File: src/rtl/chacha20_stream_ctrl.sv
// ChaCha20 keystream controller: sequences block-core jobs and streams 16 words per block.
// Define CHACHA20_PREFETCH_EN to add a second block buffer so the core runs ahead of the drain.
module chacha20_stream_ctrl (
   input  logic         clk,
   input  logic         reset_n,
   input  logic         cfg_valid,
   output logic         cfg_ready,
   input  logic [255:0] cfg_key,
   input  logic [95:0]  cfg_nonce,
   input  logic [31:0]  cfg_counter,
   input  logic [15:0]  cfg_nblocks,
   input  logic         abort,
   output logic         core_start,
   output logic [255:0] core_key,
   output logic [95:0]  core_nonce,
   output logic [31:0]  core_counter,
   input  logic         core_done,
   input  logic [511:0] core_keystream,
   output logic         ks_valid,
   input  logic         ks_ready,
   output logic [31:0]  ks_data,
   output logic         ks_last,
   output logic         busy,
   output logic         err_wrap
);

   typedef enum logic [1:0] {S_IDLE, S_START, S_WAIT, S_DRAIN} state_t;

   state_t        r_state;
   logic [255:0]  r_key;
   logic [95:0]   r_nonce;
   logic [31:0]   r_counter;
   logic [15:0]   r_remain;
   logic [511:0]  r_buf;
   logic [3:0]    r_idx;
   logic          r_ks_valid;
   logic          r_bfinal;
   logic          r_core_start;
   logic          r_err_wrap;

   logic          w_busy;
   logic          w_xfer;
   logic          w_blk_end;
   logic          w_final;

   assign w_xfer    = r_ks_valid & ks_ready;
   assign w_blk_end = w_xfer & (r_idx == 4'd15);
   // The block in hand is the job's last if the count runs out or its counter is the top value.
   assign w_final   = (r_remain == 16'd1) | (r_counter == 32'hFFFF_FFFF);

`ifdef CHACHA20_PREFETCH_EN
   logic [511:0]  r_pbuf;
   logic          r_pvalid;
   logic          r_pfinal;
   logic          w_to_main;

   assign w_busy    = (r_state != S_IDLE) | r_ks_valid | r_pvalid;
   // A captured block goes straight to the drain buffer only when nothing is queued ahead of it.
   assign w_to_main = (~r_ks_valid | w_blk_end) & ~r_pvalid;
`else
   assign w_busy    = (r_state != S_IDLE);
`endif

   assign cfg_ready    = ~w_busy;
   assign busy         = w_busy;
   assign core_start   = r_core_start;
   assign core_key     = r_key;
   assign core_nonce   = r_nonce;
   assign core_counter = r_counter;
   assign ks_valid     = r_ks_valid;
   assign ks_data      = r_buf[31:0];
   assign ks_last      = r_ks_valid & r_bfinal & (r_idx == 4'd15);
   assign err_wrap     = r_err_wrap;

   always_ff @(posedge clk) begin
      if (!reset_n) begin
         r_state      <= S_IDLE;
         r_key        <= '0;
         r_nonce      <= '0;
         r_counter    <= '0;
         r_remain     <= '0;
         r_buf        <= '0;
         r_idx        <= '0;
         r_ks_valid   <= 1'b0;
         r_bfinal     <= 1'b0;
         r_core_start <= 1'b0;
         r_err_wrap   <= 1'b0;
`ifdef CHACHA20_PREFETCH_EN
         r_pbuf       <= '0;
         r_pvalid     <= 1'b0;
         r_pfinal     <= 1'b0;
`endif
      end else if (abort && w_busy) begin
         r_state      <= S_IDLE;
         r_ks_valid   <= 1'b0;
         r_core_start <= 1'b0;
`ifdef CHACHA20_PREFETCH_EN
         r_pvalid     <= 1'b0;
`endif
      end else begin
         r_core_start <= 1'b0;
         if (w_xfer) begin
            r_buf <= {32'h0, r_buf[511:32]};
            r_idx <= r_idx + 4'd1;
         end
`ifdef CHACHA20_PREFETCH_EN
         if (w_blk_end) begin
            r_ks_valid <= r_pvalid;
            r_buf      <= r_pbuf;
            r_bfinal   <= r_pfinal;
            r_pvalid   <= 1'b0;
         end
`endif
         case (r_state)
            S_IDLE: begin
               if (cfg_valid && !w_busy) begin
                  r_key      <= cfg_key;
                  r_nonce    <= cfg_nonce;
                  r_counter  <= cfg_counter;
                  r_remain   <= cfg_nblocks;
                  r_err_wrap <= 1'b0;
                  if (cfg_nblocks != 16'd0) begin
                     r_state      <= S_START;
                     r_core_start <= 1'b1;
                  end
               end
            end
            S_START: r_state <= S_WAIT;
            S_WAIT: begin
               if (core_done) begin
`ifdef CHACHA20_PREFETCH_EN
                  r_remain  <= r_remain - 16'd1;
                  r_counter <= r_counter + 32'd1;
                  if (w_final && (r_remain != 16'd1))
                     r_err_wrap <= 1'b1;
                  if (w_to_main) begin
                     r_buf      <= core_keystream;
                     r_idx      <= '0;
                     r_ks_valid <= 1'b1;
                     r_bfinal   <= w_final;
                  end else begin
                     r_pbuf   <= core_keystream;
                     r_pvalid <= 1'b1;
                     r_pfinal <= w_final;
                  end
                  if (w_final)
                     r_state <= S_IDLE;
                  else if (w_to_main) begin
                     r_state      <= S_START;
                     r_core_start <= 1'b1;
                  end else
                     r_state <= S_DRAIN;
`else
                  r_buf      <= core_keystream;
                  r_idx      <= '0;
                  r_ks_valid <= 1'b1;
                  r_bfinal   <= w_final;
                  r_state    <= S_DRAIN;
`endif
               end
            end
            S_DRAIN: begin
`ifdef CHACHA20_PREFETCH_EN
               // Core is idle here, waiting for the queued buffer to move into the drain slot.
               if (!r_pvalid) begin
                  r_state      <= S_START;
                  r_core_start <= 1'b1;
               end
`else
               if (w_blk_end) begin
                  r_ks_valid <= 1'b0;
                  r_remain   <= r_remain - 16'd1;
                  r_counter  <= r_counter + 32'd1;
                  if (w_final) begin
                     r_state <= S_IDLE;
                     if (r_remain != 16'd1)
                        r_err_wrap <= 1'b1;
                  end else begin
                     r_state      <= S_START;
                     r_core_start <= 1'b1;
                  end
               end
`endif
            end
            default: r_state <= S_IDLE;
         endcase
      end
   end

endmodule

File: config.mk
export PLATFORM = sky130hd
export DESIGN_NAME = chacha20_stream_ctrl
export DESIGN_NICKNAME = d
export VERILOG_FILES = /design/src/rtl/chacha20_stream_ctrl.sv
export SDC_FILE = /design/constraint.sdc
export NUM_CORES = 2
export LEC_CHECK = 0
export ABC_AREA = 1
export BUFFER_PORTS_ARGS = -buffer_cell sky130_fd_sc_hd__clkbuf_2
export CORE_AREA = 2 2 516 518
export CTS_BUF_LIST = sky130_fd_sc_hd__clkbuf_8
export DETAILED_ROUTE_END_ITERATION = 6
export DIE_AREA = 0 0 518 520
export GPL_TIMING_DRIVEN = 0
export RECOVER_POWER = 50
export SLEW_MARGIN = 20
export SYNTH_ARGS = -nofsm -noshare
export SYNTH_HDL_FRONTEND = slang
export SYNTH_SLANG_ARGS = --single-unit
File: constraint.sdc
create_clock -name clk -period 1.8 [get_ports clk]
set_clock_uncertainty 0.05 [all_clocks]
set_input_delay 0.18 -clock clk [delete_from_list [all_inputs] [get_ports clk]]
set_output_delay 0.18 -clock clk [all_outputs]
set_load 0.03 [all_outputs]
==> flow_summary.yaml <==
cells_and_area:
  areaGrowthSynthToFinish_pct: 88.6
  fin_nets: 8603
  drive_above_1_share_pct: 31.1
  final_common_cell: "clkbuf_2"
  final_cell_count_no_fill: 11400
  mostFrequentLayoutCells: "clkbuf_2 (1402), dlygate4sd3_1 (1294), nor2_1 (919)"
  fin_util_pct: 27.0
floorplanning:
  chipHeight_um: 520
  die_area_um2: 269000
  num_io_pins: 1340
  rows: 189
  start_util_pct: 14.3
  die_x_um: 518
  design.core.area_um2: 264000
global_route:
  grt_max_degree: 15
  antenna_found_initial: 174
  grt_first_pass_wirelength_mm: 378
  overflow: 0
  grt_pass1_vias: 48000
  grtUsageTotal_pct: 20.1
logic_synthesis:
  seq_area_frac_synth_pct: 48.8
  synth_xor_area_share_pct: 0.116
  netlist_instances: 4785
  synthFlopType: "dfxtp_1"
  synth_seq_cells: 922
  synth-simple-area-share_pct: 15.7
  synth_fa_ha_area_share_pct: 0.265
  syn_avg_cell_area_um2: 7.90
  synth_area_um2: 37800
  synthArstFlopShare_pct: 0
  syn_nets: 5711
  synth_compound_area_share_pct: 25.4
  ys_warn_count: 0
  synth_edf_count: 0
  synth_top_family_by_area: "compound AO/OA/AOI/OAI gates"
  ys_types: 40
  synth.area.mux_share_pct: 0
placement:
  gp_congestion: 0.954
  placed_cells: 9658
  dp_hpwl_mm: 222
  portBuffers: 1338
clock_tree:
  cts_tree: "yes"
  clock_tree.htree_level_count: 4
  clk_pin_slew_ns: 0.06
  cts_made_buffers: 185
  clk_latency_ns: 0.94
  cts_root_buf: "clkbuf_8"
  cts_buffer_depth: 4
  cts.sinks: 922
worst_setup_path:
  crit_fanout: 10
  critPathArrivalTime_ns: 2.96
  cp-start-kind: "flip-flop"
  slowest_stage: "o21ai_1"
  max_stage_delay_ns: 0.40
  required_ns: 2.58
  path_class: "flip-flop to flip-flop"
  cp-end-kind: "flip-flop"
  path_cells: "inv_4, ha_4, inv_8, nand2_8, clkinv_8, nor2_8, inv_8, buf_12, buf_8, o21ai_1, a211oi_1"
  r2r-start: "r_state[0]"
  path_delay_family: "buffers and inverters"
  critPathBufInv: 6
  startpoint: "r_state[0]"
  crit_path_frequent_cell: "inv_8"
detailed_routing:
  drtAntennaViolNets: 0
  drtIter0Drc: 3232
  avgRoutedWirePerCell_um: 25.2
  vias: 48500
  viasPerCell: 4.25
  drc: 0
  wirelength_mm: 288
  dr.pass1.iters: 6
timing:
  drv_slew: 0
  slew_headroom_pct: 23.4
  fmax_mhz: 459
  hold_violations: 0
  setup_violations: 952
  hold_ws_ns: 0.0809
  tightestPinTransition_ns: 1.15
  min_period_ns: 2.18
  setup_slack_ns: -0.381
  fin_crit_sh_pct: 121
  rsz0062_at_grt: "true"
power_and_ir_drop:
  powerDensity_nw_per_um2: 1310
  irDropWorstVdd_mv: 0.806
  p_leak_nw: 28.7
outcome:
  violations: "setup timing"
  status: "finished, violations left"
hold_path:
  hp-start: "cfg_nonce[47]"
  hold_class: "input port to flip-flop"
job:
  max_cap_violations: 0
-- power breakdown --
| part | leakage, nW | switching (mW) | internal [mW] |
|---|---|---|---|
| registers | 7.57 | 2.83 | 25.9 |
| clock network | 2.13 | 10.4 | 13.1 |
| logic | 19.0 | 26.3 | 14.7 |
| total | 28.7 | 39.6 | 53.7 |
-- routing by layer --
metal / part of all wire [%] / vias up / global-route usage (%)
met3: 7.2 / 948 / 5.28
met1: 37 / 22600 / 21.5
li1: - / 22100 / -
met4: 7.6 / 106 / 13.5
met5: 0.24 / - / 0.228
met2: 48 / 2713 / 34.6
-- cells by family (layout without fill, tap and decap cells) --
family                     Yosys count  after routing
AOI/OAI and AO/OA                 1460           1460
xor gates and xnor gates             5              5
adders and majority gates            8              8
buffers and inverters              874           3891
DFF                                922            922
other                                0             86
and+or+nand+nor                   1516           1516
-- worst min-delay path, stage by stage --
cell and delay [ns]:
dlygate4sd3_1 0.54, clkbuf_2 0.13, o21ai_4 0.07, nor2_1 0.08
-- cell type report --
cell class	instances	area, µm²
Clock inverter	94	846
Antenna cell	86	215
Timing Repair inverter	1	6.26
Timing Repair Buffer	2704	20900
Clock buffer	218	3000
Tap cell	3533	4420
Multi-Input combinational cell	2989	18000
Buffer	418	3710
Sequential cell	922	18500
Inverter	456	1790
Fill cell	28100	193000
-- final timing paths --
path / endpoint / slack, ns / cells after the start
worst max-delay path: r_buf[478] / -0.38 / 11
worst min-delay path: core_nonce[47] / 0.08 / 4
worst max register to register: r_buf[478] / -0.38 / 11
worst min register to register: r_buf[112] / 0.40 / 2
-- Yosys cell counts, drive strengths merged (3+ instances only) --
cell | n | area share, %
nand3b | 3 | 0.060
or2 | 8 | 0.13
ha | 8 | 0.26
a21oi | 153 | 2.0
buf | 158 | 2.5
o211ai | 3 | 0.060
xor2 | 4 | 0.093
a221oi | 289 | 8.4
a31oi | 61 | 1.0
a211oi | 32 | 0.64
clkbuf | 260 | 2.6
dfxtp | 922 | 49
inv | 455 | 4.5
nand4 | 7 | 0.12
o221ai | 107 | 2.5
nor2 | 943 | 9.5
nand2 | 452 | 4.5
nand3 | 64 | 0.86
o21ai | 814 | 11
nor3 | 37 | 0.49
-- per-stage QoR --
| stage | TNS, ns | instance area (µm²) | setup WS, ns | total power [mW] |
|---|---|---|---|---|
| 6_report | -211.62 | 71300 | -0.381 | 93.2 |
| 4_1_cts | -258.25 | 67600 | -0.451 | 88.3 |
| 2_1_floorplan | 0 | 37900 | 0.00536 | 47.1 |
| 3_3_place_gp | -1254.79 | 49100 | -2.52 | 60.1 |
| 5_1_grt | -278.65 | 71200 | -0.454 | 97.4 |
| 3_5_place_dp | -1146.33 | 49100 | -2.12 | 60.3 |
-- state kept, by name, summed over array words and instances, names as in the netlist --
name          cells
r_state           2
core_nonce       96
r_bfinal          1
ks_valid          1
core_start        1
core_counter     32
r_buf           512
r_idx             4
r_remain         16
err_wrap          1
core_key        256
-- what timing repair did --
item                                    in CTS  in global routing
gates cloned                                 0                 27
gates resized for setup                    480                735
hold endpoints to repair                   920                  0
endpoints found under the setup margin    1173               1093
setup buffers                               14                 30
pin swaps                                    9                 40
hold buffers                              1294                  0
Note: power is estimated with default switching activity, not from simulation.
